File: src/rtl/parking_gate_ctrl.sv
// Parking barrier controller: arbitrates entry/exit requests, raises the gate,
// tracks occupancy with saturation and reports vehicles that never cross.
module parking_gate_ctrl #(
  parameter int CAPACITY    = 100,
  parameter int OPEN_TICKS  = 8,
  parameter int GUARD_TICKS = 2
) (
  input  logic        clk,
  input  logic        reset,
  input  logic        entry_req,
  input  logic        exit_req,
  input  logic        car_passed,
  output logic        gate_open,
  output logic        grant_entry,
  output logic        grant_exit,
  output logic [12:0] occupancy,
  output logic        full,
  output logic        timeout_err
);

  localparam logic [12:0] CAP_W   = 13'(CAPACITY);
  localparam logic [7:0]  OPEN_W  = 8'(OPEN_TICKS);
  localparam logic [3:0]  GUARD_W = 4'(GUARD_TICKS);

  typedef enum logic [1:0] {
    IDLE       = 2'd0,
    OPEN_ENTRY = 2'd1,
    OPEN_EXIT  = 2'd2,
    CLOSING    = 2'd3
  } state_t;

  state_t      state, state_nxt;
  logic [7:0]  timer, timer_nxt;
  logic [3:0]  guard, guard_nxt;
  logic [12:0] occ_nxt;
  logic        timeout_nxt;
  logic        last_exit, last_exit_nxt;
  logic        entry_ok;

  always_ff @(posedge clk or posedge reset) begin
    if (reset) state <= IDLE;
    else       state <= state_nxt;
  end

  // last_exit = 1 means exit was served most recently, so entry wins the next tie
  always_comb begin
    state_nxt     = state;
    timer_nxt     = timer;
    guard_nxt     = guard;
    occ_nxt       = occupancy;
    timeout_nxt   = 1'b0;
    last_exit_nxt = last_exit;
    entry_ok      = entry_req && !full;
    case (state)
      IDLE: begin
        timer_nxt = 8'd0;
        guard_nxt = 4'd0;
        if (entry_ok && (!exit_req || last_exit)) begin
          state_nxt     = OPEN_ENTRY;
          timer_nxt     = 8'd1;
          last_exit_nxt = 1'b0;
        end else if (exit_req) begin
          state_nxt     = OPEN_EXIT;
          timer_nxt     = 8'd1;
          last_exit_nxt = 1'b1;
        end
      end
      OPEN_ENTRY, OPEN_EXIT: begin
        if (car_passed) begin
          state_nxt = CLOSING;
          timer_nxt = 8'd0;
          guard_nxt = 4'd1;
          if (state == OPEN_ENTRY && occupancy != CAP_W) occ_nxt = occupancy + 13'd1;
          if (state == OPEN_EXIT && occupancy != 13'd0)  occ_nxt = occupancy - 13'd1;
        end else if (timer == OPEN_W) begin
          state_nxt   = CLOSING;
          timer_nxt   = 8'd0;
          guard_nxt   = 4'd1;
          timeout_nxt = 1'b1;
        end else begin
          timer_nxt = timer + 8'd1;
        end
      end
      CLOSING: begin
        if (guard == GUARD_W) begin
          state_nxt = IDLE;
          guard_nxt = 4'd0;
        end else begin
          guard_nxt = guard + 4'd1;
        end
      end
      default: begin
        state_nxt = IDLE;
        timer_nxt = 8'd0;
        guard_nxt = 4'd0;
      end
    endcase
  end

  // Outputs are registered from the next state so they line up with the state itself
  always_ff @(posedge clk or posedge reset) begin
    if (reset) begin
      timer       <= 8'd0;
      guard       <= 4'd0;
      occupancy   <= 13'd0;
      full        <= 1'b0;
      timeout_err <= 1'b0;
      last_exit   <= 1'b1;
      gate_open   <= 1'b0;
      grant_entry <= 1'b0;
      grant_exit  <= 1'b0;
    end else begin
      timer       <= timer_nxt;
      guard       <= guard_nxt;
      occupancy   <= occ_nxt;
      full        <= (occ_nxt == CAP_W);
      timeout_err <= timeout_nxt;
      last_exit   <= last_exit_nxt;
      gate_open   <= (state_nxt == OPEN_ENTRY) || (state_nxt == OPEN_EXIT);
      grant_entry <= (state_nxt == OPEN_ENTRY);
      grant_exit  <= (state_nxt == OPEN_EXIT);
    end
  end

endmodule

File: config.mk
export PLATFORM = sky130hd
export DESIGN_NAME = parking_gate_ctrl
export DESIGN_NICKNAME = d
export VERILOG_FILES = /design/src/rtl/parking_gate_ctrl.sv
export SDC_FILE = /design/constraint.sdc
export NUM_CORES = 1
export LEC_CHECK = 0
export CAP_MARGIN = 5
export CORE_MARGIN = 1
export CORE_UTILIZATION = 35
export DETAILED_ROUTE_END_ITERATION = 16
export GPL_TIMING_DRIVEN = 0
export PLACE_DENSITY = 0.54
export SLEW_MARGIN = 20
export SYNTH_ARGS = -nofsm -noshare
export SYNTH_HDL_FRONTEND = slang
export SYNTH_SLANG_ARGS = --single-unit
File: constraint.sdc
create_clock -name clk -period 2.6 [get_ports clk]
set_input_delay 0.39 -clock clk [delete_from_list [all_inputs] [get_ports clk]]
set_output_delay 0.39 -clock clk [all_outputs]
set_load 0.005 [all_outputs]
==> impl_metrics.csv <==
group,metric,value,unit
layout,fin_area,2630,um^2
timing,setup_slack,-73.3,ps
timing,fin_crit_sh,103,%
clock_network,clockBufferDepth,2,
synth,async_reset_ff_share,100,%
floorplanning,fp.dieH,79.0,um
synth,ys.flop_type,"dfrtp_1",
placed_design,hpwl,3.18,mm
clock_network,htree_levels,2,
job,cap_violations,0,
status,outcome,"finished, violations left",
drt,routed-via-count,1711,
synth,yosysSeqAreaShare,39.8,%
drt,wl_per_cell,13.8,um
timing,final_hold_viol_count,0,
synth,synth_top_area_cell,"dfrtp_1",
setup_path,cp-start-kind,"flop",
synth,syn_inst,223,
clock_network,clock_sinks,33,
worst_hold_path,min_path_cells,1,
timing,maxSlewHeadroom,52.9,%
placed_design,gp_congestion,0.797,
global_route,antenna_found_initial,0,
timing,fmaxAchievable,374,MHz
drt,via_per_inst,5.11,
power,cellLeakagePower,1.15,nW
setup_path,critPathArrivalTime,2880,ps
timing,fin_crit,2670,ps
global_route,grtUsageTotal,16.2,%
status,violations,"negative setup slack",
setup_path,worst_setup_path_end_kind,"flop",
timing,slew_viol_final,0,
synth,yosys.area.top_type_share,38.6,%
clock_network,path_clk_slew,70,ps
clock_network,cts_buffers,5,
clock_network,cts_tree,"done",
placed_design,place_area,2390,um^2
setup_path,worstRegToRegCells,9,
clock_network,clockRootBuffer,"clkbuf_8",
timing,final.setup_skew,8.20,ps
floorplanning,core,5610,um^2
floorplanning,die-area,6250,um^2
layout,fillerInstances,572,
drt,dr.pass1.iters,4,
floorplanning,die_x,79.0,um
synth,synth_common_cells,"dfrtp_1, nor2_1, nand2_1, ha_1, o21ai_0",
layout,syn_to_final_growth,26.6,%
power,powerDensity,1100,nW/um^2
global_route,first_global_vias,1631,
drt,drc,0,
timing,tightest_slew,705,ps
clock_network,cts_hold_buf,0,
layout,nets,280,
synth,ys_ff_latch,33,
floorplanning,initial_utilization,37.0,%
drt,drt_iter0_markers,146,
synth,yosysUniqueCellTypes,51,
setup_path,required,2810,ps
power,peakVddDrop,0.496,mV
timing,setup_viol,1,
timing,rsz0062_at_grt,"yes",
synth,yosys-top-cells-area,"dfrtp_1, ha_1, xor2_1",
global_route,grt_pass1_wl,7.85,mm
power,power,2.90,mW
synth,synth_edf_count,0,
setup_path,crit_type,"reg -> reg",
layout,antenna_cells,0,
placed_design,port_buffers,22,
synth,syn_avg_cell_area,9.31,um^2
synth,syn_area,2080,um^2
setup_path,crit_path_max_fanout,10,
synth,synth_nets,241,
worst_hold_path,worstHoldPathType,"reg -> reg",
clock_network,clk-insertion-delay-late,280,ps
global_route,overflow,0,
floorplanning,io_pins,23,
global_route,grt_start_max_net_pins,34,
floorplanning,rows,27,
synth,yosys.cell_count.top_type,"dfrtp_1",
drt,wirelength,4.62,mm
layout,drive_gt1_share,17.9,%
synth,yosysWarnings,0,
drt,final_antenna_net_count,0,
[registers in the layout (all words and copies together), names as in the netlist, 2 cells and up]
register / flops
occupancy: 13
timer: 8
guard: 4
state: 2
[metrics by stage]
| stage | hold WS, ps | utilization [%] | cells | TNS (ps) | setup slack, ps |
|---|---|---|---|---|---|
| final | 510 | 46.9 | 335 | -73.3 | -73.3 |
| after global routing | 541 | 46.9 | 335 | -146 | -146 |
| after CTS | 508 | 45.2 | 330 | -94.2 | -94.2 |
| after detailed placement | 494 | 42.6 | 317 | -438 | -438 |
| after global placement | 500 | 42.6 | 317 | -443 | -443 |
| after floorplan | 464 | - | 223 | 0 | 61.5 |
[final timing paths]
check	slack, ps	from	endpoint
max	-70	occupancy[2]	full
min	510	timer[3]	timer[3]
max reg2reg	-70	occupancy[2]	full
min reg2reg	510	timer[3]	timer[3]
max in group asynchronous	1580	reset	occupancy[0]
min in group asynchronous	540	reset	occupancy[11]
[kinds of logic (layout without fill, tap and decap cells)]
| logic type | count (synthesis) | count (layout) | synth area share, % |
|---|---|---|---|
| AO/OA/AOI/OAI | 45 | 45 | 14.6 |
| XOR/XNOR | 17 | 17 | 7.17 |
| adder cells (fa/ha/maj) | 13 | 13 | 7.83 |
| buffers and inverters | 23 | 63 | 6.57 |
| flip-flops | 33 | 33 | 39.8 |
| AND/OR/NAND/NOR | 92 | 92 | 24.0 |
[where the power goes]
group	switching, mW	total (mW)	internal, mW
clock network	0.188	0.404	0.216
logic	0.841	1.65	0.813
registers	0.163	0.842	0.678
total	1.19	2.90	1.71
[final cells by class]
class                      count  area, um^2  area share (%)
buffer                         8        75.1            2.86
clock buffer                   8        90.1            3.43
inverter                      12        45.0            1.71
multi-input combinational    167        1180            44.8
sequential                    33         830            31.6
tap                           72        90.1            3.43
timing repair buffer          35         322            12.2
[layout by cell type, fill, tap and decap left out, types with 4 or more instances in the layout]
| cell type | count |
|---|---|
| dfrtp_1 | 30 |
| nor2_1 | 23 |
| clkdlybuf4s50_1 | 22 |
| nand2_1 | 18 |
| o21ai_0 | 13 |
| buf_4 | 13 |
| ha_1 | 13 |
| xor2_1 | 12 |
| inv_1 | 11 |
| a21oi_1 | 11 |
| nand3_1 | 6 |
| clkbuf_8 | 6 |
| buf_6 | 5 |
| nand4_1 | 5 |
| xnor2_1 | 5 |
| a211oi_1 | 4 |
| nor3_1 | 4 |
| clkbuf_1 | 4 |
[metal layers]
metal / up-vias / routed length [um] / track usage [%]
li1: 859 / - / -
met1: 801 / 2340 / 23.7
met3: 5 / 260 / 3.45
met5: - / 0 / 0
met2: 46 / 1960 / 22.6
met4: 0 / 59 / 7.09
[critical path, cell delays in order (launching register included)]
cell and delay [ps]:
dfrtp_1 390, buf_6 140, or3_2 520, o41ai_4 340, a21o_2 200, buf_6 120, nor2_2 50, xor2_1 170
nor4_2 390, and4b_1 270
[repair_timing]
| action | in CTS | in global routing |
|---|---|---|
| endpoints found under the setup margin | 1 | 3 |
| buffers inserted | 6 | 7 |
| resized for setup | 5 | 11 |
| pin swaps | 8 | 6 |
(Power assumes the default switching activity.)
